**config.mk**
```make
export PLATFORM = sky130hd
export DESIGN_NAME = jg_bus_ctrl
export DESIGN_NICKNAME = d
export VERILOG_FILES = /design/src/rtl/jg_bus_ctrl.sv
export SDC_FILE = /design/constraint.sdc
export NUM_CORES = 1
export LEC_CHECK = 0
export CORE_MARGIN = 2
export CORE_UTILIZATION = 44
export DETAILED_ROUTE_END_ITERATION = 10
export PLACE_DENSITY = 0.92
export SLEW_MARGIN = 20
export SYNTH_ARGS = -nofsm -noshare
export SYNTH_HDL_FRONTEND = slang
export SYNTH_SLANG_ARGS = --single-unit
```
**constraint.sdc**
```tcl
create_clock -name clk -period 2.7 [get_ports clk]
set_clock_uncertainty 0.1 [all_clocks]
set_input_delay 0.405 -clock clk [delete_from_list [all_inputs] [get_ports clk]]
set_output_delay 0.405 -clock clk [all_outputs]
set_load 0.02 [all_outputs]
```
**src/rtl/jg_bus_ctrl.sv**
```systemverilog
// Z80 bus controller for the Mr. Jong / Senhor boards: address decode, per-region
// wait states, one-shot I/O write strobes, control latch and unmapped-access log.
module jg_bus_ctrl #(
  parameter int NUM_SN   = 2,
  parameter int ROM_WAIT = 1,
  parameter int RAM_WAIT = 0,
  parameter int VID_WAIT = 1,
  parameter int IO_WAIT  = 1
) (
  input  logic              clk,
  input  logic              rst_n,
  input  logic [15:0]       cpu_ab,
  input  logic              cpu_io,
  input  logic              cpu_m1,
  input  logic              cpu_rd,
  input  logic              cpu_wr,
  input  logic [7:0]        cpu_dout,
  output logic              rom_cs,
  output logic              ram1_cs,
  output logic              ram2_cs,
  output logic              vram_cs,
  output logic              cram_cs,
  output logic              p1_cs,
  output logic              p2_cs,
  output logic              dsw_cs,
  output logic [NUM_SN-1:0] sn_wr,
  output logic [7:0]        ctrl_q,
  output logic              flip,
  output logic              cpu_wait_n,
  output logic [7:0]        unmap_cnt,
  output logic [15:0]       unmap_addr
);

  localparam logic [1:0] S_IDLE = 2'd0;
  localparam logic [1:0] S_WAIT = 2'd1;
  localparam logic [1:0] S_ACT  = 2'd2;
  localparam logic [1:0] S_HOLD = 2'd3;

  logic [1:0]        state_reg;
  logic [3:0]        wcnt_reg;
  logic [7:0]        ctrl_reg;
  logic              wait_n_reg;
  logic [NUM_SN-1:0] sn_wr_reg;
  logic [7:0]        unmap_cnt_reg;
  logic [15:0]       unmap_addr_reg;

  logic              req, mem_acc, io_acc;
  logic [7:0]        port;
  logic              rom_hit, ram1_hit, ram2_hit, vid_hit, mem_mapped;
  logic              io_rd_mapped, io_wr_mapped, io_mapped, unmapped;
  logic [NUM_SN-1:0] sn_hit;
  logic [3:0]        wait_val;

  assign req     = cpu_rd | cpu_wr;
  assign mem_acc = ~cpu_io;
  assign io_acc  = cpu_io & ~cpu_m1;
  assign port    = cpu_ab[7:0];

  assign rom_hit    = ~cpu_ab[15];
  assign ram1_hit   = (cpu_ab[15:11] == 5'b10000);
  assign ram2_hit   = (cpu_ab[15:11] == 5'b10100);
  assign vid_hit    = (cpu_ab[15:11] == 5'b11100);
  assign mem_mapped = rom_hit | ram1_hit | ram2_hit | vid_hit;

  genvar gi;
  generate
    for (gi = 0; gi < NUM_SN; gi++) begin : g_sn
      assign sn_hit[gi] = io_acc & cpu_wr & (port == 8'(gi + 1));
    end
  endgenerate

  // Port 3 decodes in both directions but drives nothing.
  assign io_rd_mapped = cpu_rd & (port <= 8'd3);
  assign io_wr_mapped = cpu_wr & ((port == 8'd0) | (port == 8'd3) | (|sn_hit));
  assign io_mapped    = cpu_wr ? io_wr_mapped : io_rd_mapped;
  assign unmapped     = req & ((mem_acc & ~mem_mapped) | (io_acc & ~io_mapped));

  // Unmapped accesses and interrupt acknowledge complete with no wait states.
  always_comb begin
    wait_val = 4'd0;
    if (mem_acc) begin
      if (rom_hit)                    wait_val = 4'(ROM_WAIT);
      else if (ram1_hit | ram2_hit)   wait_val = 4'(RAM_WAIT);
      else if (vid_hit)               wait_val = 4'(VID_WAIT);
    end else if (io_acc && io_mapped) begin
      wait_val = 4'(IO_WAIT);
    end
  end

  assign rom_cs  = req & mem_acc & rom_hit;
  assign ram1_cs = req & mem_acc & ram1_hit;
  assign ram2_cs = req & mem_acc & ram2_hit;
  assign vram_cs = req & mem_acc & vid_hit & ~cpu_ab[10];
  assign cram_cs = req & mem_acc & vid_hit & cpu_ab[10];
  assign p2_cs   = io_acc & cpu_rd & (port == 8'd0);
  assign p1_cs   = io_acc & cpu_rd & (port == 8'd1);
  assign dsw_cs  = io_acc & cpu_rd & (port == 8'd2);

  // sn_wr is loaded on the edge entering ACT, so it is high for exactly the ACT cycle.
  always_ff @(posedge clk) begin
    if (!rst_n) begin
      state_reg      <= S_IDLE;
      wcnt_reg       <= 4'd0;
      ctrl_reg       <= 8'd0;
      wait_n_reg     <= 1'b1;
      sn_wr_reg      <= '0;
      unmap_cnt_reg  <= 8'd0;
      unmap_addr_reg <= 16'd0;
    end else begin
      sn_wr_reg <= '0;
      case (state_reg)
        S_IDLE: begin
          if (req) begin
            wcnt_reg <= wait_val;
            if (wait_val != 4'd0) begin
              state_reg  <= S_WAIT;
              wait_n_reg <= 1'b0;
            end else begin
              state_reg <= S_ACT;
              sn_wr_reg <= sn_hit;
            end
          end
        end
        S_WAIT: begin
          if (!req) begin
            state_reg  <= S_IDLE;
            wait_n_reg <= 1'b1;
            wcnt_reg   <= 4'd0;
          end else if (wcnt_reg == 4'd1) begin
            state_reg  <= S_ACT;
            wait_n_reg <= 1'b1;
            wcnt_reg   <= 4'd0;
            sn_wr_reg  <= sn_hit;
          end else begin
            wcnt_reg <= wcnt_reg - 4'd1;
          end
        end
        S_ACT: begin
          state_reg <= S_HOLD;
          if (io_acc && cpu_wr && port == 8'd0)
            ctrl_reg <= cpu_dout;
          if (unmapped) begin
            unmap_addr_reg <= cpu_ab;
            if (unmap_cnt_reg != 8'hFF)
              unmap_cnt_reg <= unmap_cnt_reg + 8'd1;
          end
        end
        S_HOLD: begin
          if (!req)
            state_reg <= S_IDLE;
        end
        default: state_reg <= S_IDLE;
      endcase
    end
  end

  assign sn_wr      = sn_wr_reg;
  assign ctrl_q     = ctrl_reg;
  assign flip       = ctrl_reg[1];
  assign cpu_wait_n = wait_n_reg;
  assign unmap_cnt  = unmap_cnt_reg;
  assign unmap_addr = unmap_addr_reg;

endmodule

```
Word level (Yosys, flattened, before mapping)
Index checks and enable logic that the tools add are counted.
Widths: inputs -> output; s select.
Word-level totals
  flip-flop bits (word level): 41
  latch bits: 0
  memory bits (writable): 0
  ROM bits: 0
  input port bits: 30
  memories: 0
Operators by class
  $add $sub $neg: 2
  multiply operators: 0
  div/mod/pow operators: 0
  order comparisons: 1
  equal/unequal tests: 15
  shift operators: 0
  muxes and demuxes: 26
  bitwise gates (word level): 34
  reductions and logical operators: 14
Operators by type and width (count)
  $and 1x1->1: 20
  $mux 2: 9
  $eq 8x2->1 const B: 2
  $mux 4: 4
  $eq 5x5->1 const B: 3
  $mux 1: 9
  $add 8x1->8 const B: 1
  $eq 8x1->1 const B: 1
  $le 8x2->1 const B: 1
  $logic_not 8->1: 1
  $ne 8x8->1 const B: 1
  $or 1x1->1: 8
  $pmux 2 s4: 1
  $pmux 4 s2: 1
  $ne 2x2->1 const B: 3
  $not 1->1: 6
  $reduce_and 2->1: 3
  $reduce_and 3->1: 2
  $eq 2x2->1 const B: 2
  $eq 4x1->1 const B: 1
  $pmux 2 s2: 1
  $reduce_and 4->1: 1
  $reduce_bool 4->1: 1
  $sub 4x1->4 const B: 1
  7 further kinds: 9

Depth between registers and ports, before layout
Gate-level depths: netlist of run 1.
  depth in word-level cells: 15
  gate-level depth with buffers: 7
  gate-level depth less buffers: 7

Worst setup path before layout of run 1
No wires, ideal clock.
  path kind: input-to-output
  from: input port cpu_ab[2]
  to: output port p2_cs
  arrival: 1.530 ns
  path slack: 0.665 ns
  cell stages on the path: 3
  path buffers: 0
  path through: nor4_4 -> nand2_2 -> nor4_1
Between the ends
  cells in the longest elaborated chain, start to end: 2
RTL lines
  start, declared: RTL line 12  | input logic [15:0] cpu_ab,
  $logic_not 8->1: RTL line 95  | assign p2_cs = io_acc & cpu_rd & (port == 8'd0);
  $and 1x1->1: RTL line 95
  end, declared: RTL line 24  | output logic p2_cs,
No other way between the ends.

Final worst setup path of run 1
  from: input port cpu_io
  to: output port vram_cs
Between the ends
  cells in the longest elaborated chain, start to end: 4
RTL lines
  start, declared: RTL line 13  | input logic cpu_io,
  $not 1->1: RTL line 55  | assign mem_acc = ~cpu_io;
  $and 1x1->1 (3 in series): RTL line 93  | assign vram_cs = req & mem_acc & vid_hit & ~cpu_ab[10];
  end, declared: RTL line 21  | output logic vram_cs,
No other way between the ends.

==> summary.md, run 1 <==
| Metric | Value |
|---|---|
| Initial antenna violation count | 0 |
| IO Count | 74 |
| Status | finished, final reports clean |
| First-pass DRT Iterations | 4 |
| Post-synth EDFFs | 0 |
| Peak supply drop | 280 µV |
| Die area | 5030 µm² |
| Max Root-Sink Buffers | 2 |
| Placed Area | about 2900 µm² |
| Total CTS buffers | 5 |
| Area delta synth->final | 50.4% |
| Vias/cell | around 5.5 |
| Final setup viols | 0 |
| Final hold slack | 352 ps |
| Final Cycle Share | 0.924 |
| Pwr Density | 478 nW/µm² |
| Post-Syn Area | 1970 µm² |
| Die height | 70.9 µm |
| Number of flip-flops in the largest register | 16 |
| Warnings, synthesis | 0 |
| Core area | about 4300 µm² |
| Root Buffer | clkbuf_8 |
| Register area share after synthesis | 0.417 |
| Reg2Reg Setup Slack | 640 ps |
| Effective utilization at floorplan | 0.456 |
| Crit end category | output port |
| First-pass GRT wire length | 8.75 mm |
| Final hold viol count | 0 |
| Inserted Diodes | 0 |
| DR WL/cell | about 15 µm |
| Most frequent cells in the layout | clkdlybuf4s50_1, dfxtp_1, nand2_1, o21ai_0, nor2_1 |
| Placed Cells | about 360 |
| Ratio of cells with drive above 1 in the final layout | 0.119 |
| F_max | ~400 MHz |
| Reg2reg path depth | 7 |
| CTS tree | yes |
| Final Critical Period | 2490 ps |
| Fill count | 362 |
| Largest net degree at the start of global routing | 34 |
| Overflow after GRT | 0 |
| Slew Limit Fails | 0 |
| Static Leak | roughly 1.2 nW |
| Netlist cell types | 44 |
| Die X | 70.9 µm |
| Clock Latency Late Sink | 290 ps |
| Nets@finish | roughly 350 |
| Clock Pin Slew Worst Setup and Hold Paths | 80 ps |
| Clock Sinks | 41 |
| Top FF cell, synth | dfxtp_1 |
| Req. time, crit path | 2190 ps |
| Startpoint types | input port |
| Post-Layout Cell Count | 371 |
| Max FO, Critical Path | 4 |
| Hold_buf cts | 0 |
| Post-Syn Instances | 230 |
| #FFs+latches synth | 41 |
| Syn Area/Cell | 8.57 µm² |
| Count of input and output buffers | 73 |
| Routability cong. | 0.893 |
| Unrepaired setup endpoints after global routing | false |
| Net Count, Synth | between 200 and 300 |
| WL final | approximately 5.4 mm |
| Vias | 2029 |
| Crit Path Class | input port to output port |
| Iteration-0 DRC Markers | between 100 and 150 |
| Max_cap viols | 0 |
| Htree depth | 2 |
| Hold WC Path Type | flip-flop to flip-flop |
| Post-DP HPWL | 4.05 mm |
| Vias in the first global route | 1916 |
| CP arrival | between 1500 and 2000 ps |
| Routed Antenna Nets | 0 |
| Most common cell after layout, fill and taps aside | clkdlybuf4s50_1 |
| Gr usage total | 0.215 |
| Slew @ Worst Pin | 384 ps |
| Fin area | 2960 µm² |
| Cell Rows | 24 |
| Hold Crit Depth | 2 |
| Async set-reset flop share out of synthesis | 0 |
| Relative slew slack | 0.744 |
| Drt drc | 0 |
synthesized netlist by cell type, types with 3 or more instances:
master,instances,area share
nor2_1,22,0.042
nor2b_1,3,0.0095
nand3_1,5,0.013
or3_1,6,0.019
nand2_1,23,0.044
mux2i_1,12,0.061
nor4_1,3,0.0095
a21oi_1,21,0.053
o21ai_0,23,0.058
clkbuf_1,6,0.011
inv_1,9,0.017
o31ai_1,3,0.011
a31oi_1,3,0.0095
nor3_1,8,0.020
ha_1,3,0.019
dfxtp_1,41,0.42
nand2b_1,7,0.022
cells by family after synthesis:
group,synth area share
and+or+nand+nor,0.251
AOI/OAI and AO/OA,0.196
muxes,0.0610
xor gates and xnor gates,0.00445
adders and majority gates,0.0190
buffers and inverters,0.0521
DFF,0.417
area by class of cell:
type | count | area, µm² | share of cell area
timing repair buffer | 93 | 883 | 0.298
multi-input combinational | 168 | 1050 | 0.355
inverter | 10 | 37.5 | 0.0127
sequential | 41 | 821 | 0.277
tap | 52 | 65.1 | 0.0220
clock buffer | 5 | 68.8 | 0.0232
clock inverter | 2 | 35.0 | 0.0118
stage by stage:
step	util	setup TNS, ps	power (mW)	setup slack (ps)
after global placement	0.659	-211	0.940	-86.3
after floorplan	-	0	0.824	665
after CTS	0.684	0	1.42	5.81
after global routing	0.685	0	1.48	95.0
after detailed placement	0.659	-466	0.949	-168
final	0.685	0	1.42	205
power breakdown:
group	switching (mW)	internal, mW
sequential	0.0297	0.631
clock	0.206	0.269
combinational	0.142	0.139
total	0.378	1.04
worst max-delay path: stages:
cell and delay, ps:
clkdlybuf4s50_1 460, nand2b_1 190, nor4_2 190, buf_4 170, nand3_1 120, nor2_1 110
dlygate4sd2_1 350
metal layers:
metal  track usage  part of all wire  vias up
met4        0.0755             0.020        0
li1              -                 -      992
met1         0.277              0.42      961
met2         0.366              0.51       63
met5             0                 0        -
met3        0.0356             0.051       13
path summary, 6_finish.rpt:
| check | start | to |
|---|---|---|
| max reg2reg | state_reg[1] | unmap_addr[10] |
| min | unmap_addr[13] | unmap_addr[13] |
| min reg2reg | unmap_addr[13] | unmap_addr[13] |
| max | cpu_io | vram_cs |
repair_timing:
| action | in CTS | in global routing |
|---|---|---|
| buffers inserted | 0 | 0 |
| resized for setup | 5 | 3 |
| pin swaps | 0 | 0 |
| endpoints found under the setup margin | 5 | 3 |
| endpoints found under the hold margin | 0 | 0 |
Note: power is estimated with default switching activity, not from simulation.
==> run 2, diff against run 1 <==
ABC_CLOCK_PERIOD_IN_PS = 2700   (was unset)
==> results of run 2 <==
Same layout as run 1: the final DEF is identical, and so are final timing and power.
==> run 3, diff against run 2 <==
SLEW_MARGIN = 25   (was 20)
==> results of run 3 <==
Same layout as run 1: the final DEF is identical, and so are final timing and power.
